===== src/rtl/demux_wh_pkg.sv =====
// Shared flit format, type encodings and FSM states for the wormhole demux and
// its control sub-module.
package demux_wh_pkg;

  localparam int DATAW    = 33;
  localparam int DATAW_P1 = DATAW + 1;
  localparam int VCHW     = 0;
  localparam int VCHW_P1  = VCHW + 1;
  localparam int TYPEW    = 2;

  localparam logic ENABLE   = 1'b1;
  localparam logic DISABLE  = 1'b0;
  localparam logic ENABLE_  = 1'b0;
  localparam logic DISABLE_ = 1'b1;

  typedef enum logic [TYPEW-1:0] {
    TYPE_NONE = 2'b00,
    TYPE_HEAD = 2'b01,
    TYPE_DATA = 2'b10,
    TYPE_TAIL = 2'b11
  } flit_type_e;

  typedef enum logic {
    IDLE = 1'b0,
    BUSY = 1'b1
  } state_e;

  // Type field occupies the MSBs of every flit; shared with the mux stages.
  function automatic flit_type_e flit_type(input logic [DATAW_P1-1:0] flit);
    return flit_type_e'(flit[DATAW_P1-1 -: TYPEW]);
  endfunction

endpackage


===== src/rtl/demux_wh_ctrl.sv =====
// Route-lock FSM: decodes flit type, latches the output port on a head and
// releases it on the tail.
module demux_ctrl
  import demux_wh_pkg::*;
(
  input  logic       clk,
  input  logic       rst_,
  input  logic       ivalid,
  input  flit_type_e itype,
  input  logic       route,
  output logic       busy,
  output logic       fwd,
  output logic       fwd_port,
  output logic       tail_done,
  output logic       drop
);

  state_e state_r, state_next_s;
  logic   port_r, port_next_s;

  // State and route register
  always_ff @(posedge clk or negedge rst_) begin
    if (!rst_) begin
      state_r <= IDLE;
      port_r  <= 1'b0;
    end else begin
      state_r <= state_next_s;
      port_r  <= port_next_s;
    end
  end

  // Next-state and per-flit decisions; a head picks its port in the same cycle
  always_comb begin
    state_next_s = state_r;
    port_next_s  = port_r;
    fwd          = DISABLE;
    fwd_port     = port_r;
    tail_done    = DISABLE;
    drop         = DISABLE;
    if (ivalid) begin
      case (state_r)
        IDLE: begin
          case (itype)
            TYPE_HEAD: begin
              port_next_s  = route;
              fwd          = ENABLE;
              fwd_port     = route;
              state_next_s = BUSY;
            end
            TYPE_DATA, TYPE_TAIL: drop = ENABLE;
            default:              drop = DISABLE;
          endcase
        end
        BUSY: begin
          case (itype)
            TYPE_DATA: fwd = ENABLE;
            TYPE_TAIL: begin
              fwd          = ENABLE;
              tail_done    = ENABLE;
              state_next_s = IDLE;
            end
            TYPE_HEAD: drop = ENABLE;
            default:   drop = DISABLE;
          endcase
        end
        default: state_next_s = IDLE;
      endcase
    end else begin
      state_next_s = state_r;
    end
  end

  assign busy = (state_r == BUSY);

endmodule


===== src/rtl/demux_wh.sv =====
// Registered 1-to-2 wormhole demultiplexer: holds the route chosen by a head
// flit until its tail passes, with per-port packet counters and a drop counter.
module demux_wh
  import demux_wh_pkg::*;
#(
  parameter int ROUTE_BIT = 0,
  parameter int CNTW      = 16
) (
  input  logic                clk,
  input  logic                rst_,
  input  logic [DATAW_P1-1:0] idata,
  input  logic                ivalid,
  input  logic [VCHW_P1-1:0]  ivch,
  output logic [DATAW_P1-1:0] odata_0,
  output logic                ovalid_0,
  output logic [VCHW_P1-1:0]  ovch_0,
  output logic [DATAW_P1-1:0] odata_1,
  output logic                ovalid_1,
  output logic [VCHW_P1-1:0]  ovch_1,
  output logic                busy,
  output logic                err,
  output logic [CNTW-1:0]     pkt_cnt_0,
  output logic [CNTW-1:0]     pkt_cnt_1,
  output logic [CNTW-1:0]     err_cnt
);

  localparam logic [CNTW-1:0] CNT_MAX = {CNTW{1'b1}};
  localparam logic [CNTW-1:0] CNT_ONE = {{(CNTW-1){1'b0}}, 1'b1};

  logic fwd_s, fwd_port_s, tail_done_s, drop_s;

  demux_ctrl u_ctrl (
    .clk       (clk),
    .rst_      (rst_),
    .ivalid    (ivalid),
    .itype     (flit_type(idata)),
    .route     (idata[ROUTE_BIT]),
    .busy      (busy),
    .fwd       (fwd_s),
    .fwd_port  (fwd_port_s),
    .tail_done (tail_done_s),
    .drop      (drop_s)
  );

  // Output registers; the idle port is driven to zero so it never toggles
  always_ff @(posedge clk or negedge rst_) begin
    if (!rst_) begin
      odata_0  <= {DATAW_P1{1'b0}};
      ovalid_0 <= 1'b0;
      ovch_0   <= {VCHW_P1{1'b0}};
      odata_1  <= {DATAW_P1{1'b0}};
      ovalid_1 <= 1'b0;
      ovch_1   <= {VCHW_P1{1'b0}};
      err      <= 1'b0;
    end else begin
      if (fwd_s && !fwd_port_s) begin
        odata_0  <= idata;
        ovalid_0 <= 1'b1;
        ovch_0   <= ivch;
      end else begin
        odata_0  <= {DATAW_P1{1'b0}};
        ovalid_0 <= 1'b0;
        ovch_0   <= {VCHW_P1{1'b0}};
      end
      if (fwd_s && fwd_port_s) begin
        odata_1  <= idata;
        ovalid_1 <= 1'b1;
        ovch_1   <= ivch;
      end else begin
        odata_1  <= {DATAW_P1{1'b0}};
        ovalid_1 <= 1'b0;
        ovch_1   <= {VCHW_P1{1'b0}};
      end
      err <= drop_s;
    end
  end

  // Packet counters wrap; the drop counter saturates
  always_ff @(posedge clk or negedge rst_) begin
    if (!rst_) begin
      pkt_cnt_0 <= {CNTW{1'b0}};
      pkt_cnt_1 <= {CNTW{1'b0}};
      err_cnt   <= {CNTW{1'b0}};
    end else begin
      if (tail_done_s && !fwd_port_s) begin
        pkt_cnt_0 <= pkt_cnt_0 + CNT_ONE;
      end else begin
        pkt_cnt_0 <= pkt_cnt_0;
      end
      if (tail_done_s && fwd_port_s) begin
        pkt_cnt_1 <= pkt_cnt_1 + CNT_ONE;
      end else begin
        pkt_cnt_1 <= pkt_cnt_1;
      end
      if (drop_s && (err_cnt != CNT_MAX)) begin
        err_cnt <= err_cnt + CNT_ONE;
      end else begin
        err_cnt <= err_cnt;
      end
    end
  end

endmodule


===== config.mk =====
export PLATFORM = sky130hd
export DESIGN_NAME = demux_wh
export DESIGN_NICKNAME = d
export VERILOG_FILES = /design/src/rtl/demux_wh_pkg.sv /design/src/rtl/demux_wh_ctrl.sv /design/src/rtl/demux_wh.sv
export SDC_FILE = /design/constraint.sdc
export NUM_CORES = 1
export LEC_CHECK = 0
export CAP_MARGIN = 5
export CELL_PAD_IN_SITES_DETAIL_PLACEMENT = 1
export CELL_PAD_IN_SITES_GLOBAL_PLACEMENT = 2
export CORE_ASPECT_RATIO = 0.75
export CORE_MARGIN = 10
export CORE_UTILIZATION = 27
export CTS_BUF_LIST = sky130_fd_sc_hd__clkbuf_8
export DETAILED_ROUTE_END_ITERATION = 16
export MAX_ROUTING_LAYER = met4
export PLACE_DENSITY_LB_ADDON = 0.1
export SLEW_MARGIN = 20
export SYNTH_ARGS = -nofsm -noshare
export SYNTH_HDL_FRONTEND = slang
export SYNTH_SLANG_ARGS = --single-unit

===== constraint.sdc =====
create_clock -name clk -period 1.8 [get_ports clk]
set_clock_uncertainty 0.1 [all_clocks]
set_input_delay 0.54 -clock clk [delete_from_list [all_inputs] [get_ports clk]]
set_output_delay 0.54 -clock clk [all_outputs]
set_load 0.01 [all_outputs]

Yosys cells after proc, flatten, opt, wreduce, memory -nomap -nowiden
Cells that the tools add are included.

Word-level logic and storage cells: 47. Bits in registers: 123. Bits of input ports: 38. Output and inout bits: 122.

Add/subtract/negate cells: 3. Bitwise gates (word level): 1. Equal/unequal tests: 4. Mux-type cells: 20. Reductions and logical operators: 7.

Operators with widths (count): 2-to-1 mux 34 bit (2); adder 16 x 1 -> 16 bit, second input constant (3); inequality test 16 bit, second input constant (1); 2-to-1 mux 1 bit (15); one-hot mux 1 bit (2 select lines) (3); logical AND 1 bit (5); == test 2 bit, second input constant (2); == test 2 x 1 -> 1 bit, second input constant (1); OR reduction 2 bit (1); zero test 1 bit (1); inverter 1 bit (1).

Depth between registers and ports, before layout
Depth after elaboration: 7. Gate-level depth with buffers: 6. Depth with buffers taken out: 6.

Cells and area by module
A second synthesis with hierarchy kept.

Cell total of the unflattened synthesis: 353. Area, all modules: 4614.4 um^2.

By module, submodules not included: demux_wh (area an instance 4475.5 um^2, sequential area each 3027.9 um^2, instances 1, cells an instance 339); demux_ctrl (area an instance 138.9 um^2, sequential area each 50.0 um^2, instances 1, cells an instance 14).

Worst setup path before layout
Ideal clock, no wire load.

Path type: input to register. Start: input idata[32]. End: register odata_1[24]. Buffers on the path: 1. Arrival time: 1.595 ns. Library setup time: 0.119 ns. Stages on the path: 6. Slack: -0.014 ns. Data required time: 1.581 ns. Cell sequence: nand2_1 > nor3_2 > mux2_4 > and2b_2 > buf_4 > and2_1.

Elaborated cells on any way between the ends: 13. Those cells by class: eq/ne (3); mux (8); reduce/logical (2).

RTL lines: from (decl) (line demux_wh.sv:11) `input logic [DATAW_P1-1:0] idata,`; == test 2 x 1 -> 1 bit (line demux_wh_ctrl.sv:43) `case (itype)`; 2-to-1 mux 1 bit (line demux_wh_ctrl.sv:43); 2-to-1 mux 1 bit (2 in series); net fwd_port_s (line demux_wh.sv:30) `logic fwd_s, fwd_port_s, tail_done_s, drop_s;`; logical AND 1 bit (line demux_wh.sv:65) `if (fwd_s && fwd_port_s) begin`; 2-to-1 mux 34 bit (line demux_wh.sv:65); to (signal assigned) (line demux_wh.sv:51) `odata_1 <= {DATAW_P1{1'b0}};`; to (signal assigned) (line demux_wh.sv:66) `odata_1 <= idata;`; to (signal assigned) (line demux_wh.sv:70) `odata_1 <= {DATAW_P1{1'b0}};`; to (decl) (line demux_wh.sv:17) `output logic [DATAW_P1-1:0] odata_1,`.

The timed path passes the listed nets, and every way through them passes these cells. A chain may end at the register's enable or synchronous reset.

Final worst setup path
Start: register u_ctrl.state_r (netlist: u_ctrl.busy). End: register odata_0[6].

Word-level cells in the longest chain between the ends: 5. Elaborated cells on any way between the ends: 8. Those cells by class: mux (5); bitwise (1); reduce/logical (2).

Ends and longest elaborated chain: from (decl) (line demux_wh_ctrl.sv:18) `state_e state_r, state_next_s;`; from (signal assigned) (line demux_wh_ctrl.sv:27) `state_r <= state_next_s;`; 2-to-1 mux 1 bit (2 in series); net fwd_port_s (line demux_wh.sv:30); zero test 1 bit (line demux_wh.sv:56) `if (fwd_s && !fwd_port_s) begin`; logical AND 1 bit (line demux_wh.sv:56); 2-to-1 mux 34 bit (line demux_wh.sv:56); to (signal assigned) (line demux_wh.sv:48) `odata_0 <= {DATAW_P1{1'b0}};`; to (signal assigned) (line demux_wh.sv:57) `odata_0 <= idata;`; to (signal assigned) (line demux_wh.sv:61) `odata_0 <= {DATAW_P1{1'b0}};`; to (decl) (line demux_wh.sv:14) `output logic [DATAW_P1-1:0] odata_0,`.

The timed path passes the listed nets, and every way through them passes these cells.

==> metrics.sh <==
GRT_PASS1_VIAS=3993
CLK_ROOT_BUFFER_CELL='clkbuf_8'
COREAREA_UM2=16770
HTREE_NUM_LEVELS=4
AREA.GROWTH.SYNTH_TO_FINAL_PCT=67.51
SLEW_VIOLATIONS=0
SYNTH-SEQ-CELLS=123
DESIGN.DIE.AREA_UM2=22780
CP-STARTPOINT='u_ctrl.busy'
CRIT_PATH_START_KIND='register'
WORST-SETUP-PATH-TYPE='register to register'
SYNTH.AVG_CELL_AREA_UM2=13.50
LAYOUT_CELLS_SIZED_ABOVE_1=0.2846
CP_SLOWEST_CELL='dfrtp_2'
SYNTH_AREA_LEADERS='dfrtp_1 (67%), and2_1 (9.5%), xnor2_1 (5.7%)'
PRE_CTS_WS_PS=-813.9
ROWS=41
CP_DATA_REQUIRED_TIME_PS=2060
FF2FF_SETUP_SLACK_PS=-80
CLK-INSERTION-DELAY-LATE_PS=430
HIGHEST_CLOCK_FREQUENCY_THE_DESIGN_CAN_MEET_GHz=0.5328
SYNTHFLOPTYPE='dfrtp_1'
DETAIL_ROUTE.ITER0.VIOLATIONS=81
ASYNCSETRESETFLOPFRACSYNTH=1.000
VIOLATIONS='setup timing'
HPWLAFTERDP_UM=10320
GRT_OVERFLOW_TOTAL=0
SEQUENTIAL_CELL_AREA_FRACTION_IN_THE_YOSYS_REPORT=0.6667
NETLIST_INSTANCES=342
CELLPOWERDENSITY_nW_PER_UM2=910.4
PLACE.PORT_BUFFERS=159
FINAL_HOLD_VIOL_COUNT=0
NUM_IO_PINS=160
CRITPATHMAXSTAGEDELAY_PS=410
NUMPLACEDINSTANCES=747
DIE-HEIGHT_UM=133.2
MAX-VDD-IR-DROP_uV=443.6
P_LEAK_nW=4.048
DIE_X_UM=171.0
SYN_NETS=383
FILLER_CELL_COUNT=1791
FINALPOWER_W=0.007041
HOLD_SLACK_PS=352.8
CRIT-REG2REG-LAUNCH='u_ctrl.busy'
TIMING.FINAL.WS_SETUP_PS=-77.05
COUNT_OF_NETS_AFTER_FINISHING=644
CLOCK_SINK_TOTAL=123
CP-ENDPOINT='odata_0[6]'
SYNTH_LARGEST_AREA_CELL='dfrtp_1'
GP_ROUTABILITY_CONGESTION=0.7606
FLOORPLAN.INITIALDENSITY=0.2752
DRT.ANTENNA.VIOLATING_NETS=0
VIAS_PER_CELL=4.315
UNREPAIRED_SETUP_ENDPOINTS_AFTER_GLOBAL_ROUTING='true'
MAXIMUM_FANOUT_ALONG_THE_WORST_PATH=6
CTS_MADE_BUFFERS=17
ROUTE.VIAS.TOTAL=3586
POST-ROUTE-MIN-PERIOD_PS=1877
SYNTH_TOP_AREA_FRAC=0.6667
GRT_PASS1_WL_UM=23160
MAXCAPVIOLCOUNT=0
TRITONCTS='done'
GRT_MAX_DEGREE=38
SYNTH_ENABLE_FLOP_CELLS=0
REPORT.FINAL.SETUP_VIOL=49
INITIAL_ANTENNA_VIOLATION_COUNT=1
CRITICAL_PATH.ENDPOINT_TYPE='register'
RUN_STATUS='finished with violations'
SYNTHESIS.AREA_UM2=4617
FINALCOREUTILIZATION=0.4610
FIN_CELLS=831
DETAILEDROUTE.FIRSTPASSITERATIONCOUNT=4
ROUTE.DETAILED.WL_PER_INST_UM=17.86
CLK_PIN_SLEW_WORST_PATHS_PS=70
R2R-END='odata_0[6]'
FF2FF_PATH_DEPTH=8
GRTUSAGETOTAL=0.1374
CRIT_TOP_CELL='buf_6'
FINAL_MIN_PERIOD_OVER_CLOCK_PERIOD=1.043
TOTALWIRELENGTH_UM=14840
MAX-SLEW-MARGIN-REL=0.7486
DRT_DRC_VIOLATIONS_LEFT=0
WORST_SLEW_PIN_SLEW_PS=377.1
CLOCK_PATH_BUFFERS=2
TIMING.CRITICAL_PATH.CELLS='buf_6 > nor3_4 > mux2_4 > buf_6 > nor2_4 > buf_6 > buf_6 > and2_4'
PATH_TYPE_OF_THE_WORST_MIN_DELAY_PATH='input port to register'
SYNTH_WARNINGS=0
SYNTH_CELL_TYPES=39
CRITICAL_PATH_ARRIVAL_PS=2140
[power by group]
group / internal, W / switching [W] / leakage (nW)
Clock: 0.00159 / 0.00107 / 0.230
Combinational: 0.000711 / 0.000592 / 2.14
Sequential: 0.00296 / 0.000117 / 1.68
[sequential cells by signal (all words and copies together) (netlist names)]
| register | count |
|---|---|
| ovch_0 | 1 |
| err_cnt | 16 |
| ovalid_1 | 1 |
| u_ctrl.busy | 1 |
| odata_1 | 34 |
| err | 1 |
| pkt_cnt_1 | 16 |
| u_ctrl.port_r | 1 |
| ovch_1 | 1 |
| ovalid_0 | 1 |
| pkt_cnt_0 | 16 |
| odata_0 | 34 |
[cells by family after synthesis]
kind of cell,after synthesis,synth area share
AO/OA/AOI/OAI,5,0.008670
XOR/XNOR,44,0.08347
adder cells (fa/ha/maj),3,0.008131
buffers and inverters,8,0.008941
flip-flops,123,0.6667
multiplexers,4,0.01057
AND/OR/NAND/NOR,155,0.2136
[cells in the mapped netlist, types with 2 or more instances]
| cell type | instances |
|---|---|
| dfrtp_1 | 123 |
| and2_1 | 70 |
| xnor2_1 | 30 |
| nand3_1 | 15 |
| nand4_1 | 15 |
| nand2_1 | 14 |
| xor2_1 | 14 |
| nor2_1 | 12 |
| and3_1 | 6 |
| and4_1 | 3 |
| ha_1 | 3 |
| mux2_2 | 3 |
| and2_2 | 2 |
| and2b_2 | 2 |
| buf_4 | 2 |
| clkbuf_1 | 2 |
| clkbuf_2 | 2 |
| nand3_2 | 2 |
| nor4_4 | 2 |
[critical path: cells and delay by family, from the launching register on]
family	cells	cell delay [ps]
buffers and inverters	4	540
multiplexers	1	320
flip-flops	1	410
AND/OR/NAND/NOR	3	460
[layer usage]
layer	GRT usage	wire [um]
met1	0.1551	6211
met2	0.2027	6739
met3	0.08825	1807
met4	0.02602	86
met5	-	0
[cell type report]
cell class	count	area, um2	area share
sequential	123	3083	0.3986
timing repair buffer	249	2330	0.3012
multi-input combinational	211	1618	0.2092
clock buffer	20	275.3	0.03559
tap	215	269.0	0.03478
clock inverter	11	152.6	0.01974
inverter	1	3.754	0.0004854
antenna	1	2.502	0.0003236
[layout by cell type, fill, tap and decap left out, types with 5 or more instances in the layout]
master and instances:
and2_4 20, inv_1 5, buf_4 72, xor2_1 13, dlygate4sd2_1 81, nor2_1 9
nand4_1 15, dfrtp_1 119, clkbuf_8 20, nand3_1 14, buf_6 10, nand2_1 13
and2_1 51, clkdlybuf4s15_1 39, clkdlybuf4s50_1 33, buf_12 5, xnor2_1 30, and3_1 6
[how the worst min path moves through the flow]
stage	end	slack, ps	from	cells after the start
finish	u_ctrl.busy	350	ivalid	3
global route	u_ctrl.busy	340	ivalid	3
CTS	pkt_cnt_1[15]	380	pkt_cnt_1[15]	1
detailed placement	pkt_cnt_1[15]	370	pkt_cnt_1[15]	1
global placement	pkt_cnt_0[15]	360	pkt_cnt_0[15]	1
floorplan	err	140	rst_	0
[through the flow]
stage / TNS (ps) / instance area [um2]
after floorplan: -56.51 / 4661
after global placement: -84720 / 6808
after detailed placement: -85570 / 6808
after CTS: -1030 / 7555
after global routing: -7030 / 7734
final: -2117 / 7734
[timing repair]
action / 4_1_cts / 5_1_grt
gates cloned: 5 / 0
buffers inserted: 39 / 10
hold endpoints to repair: 20 / 0
pin swaps: 8 / 32
endpoints found under the setup margin: 242 / 126
gates resized for setup: 160 / 65
hold buffers: 1 / 0
(Power assumes the default switching activity.)
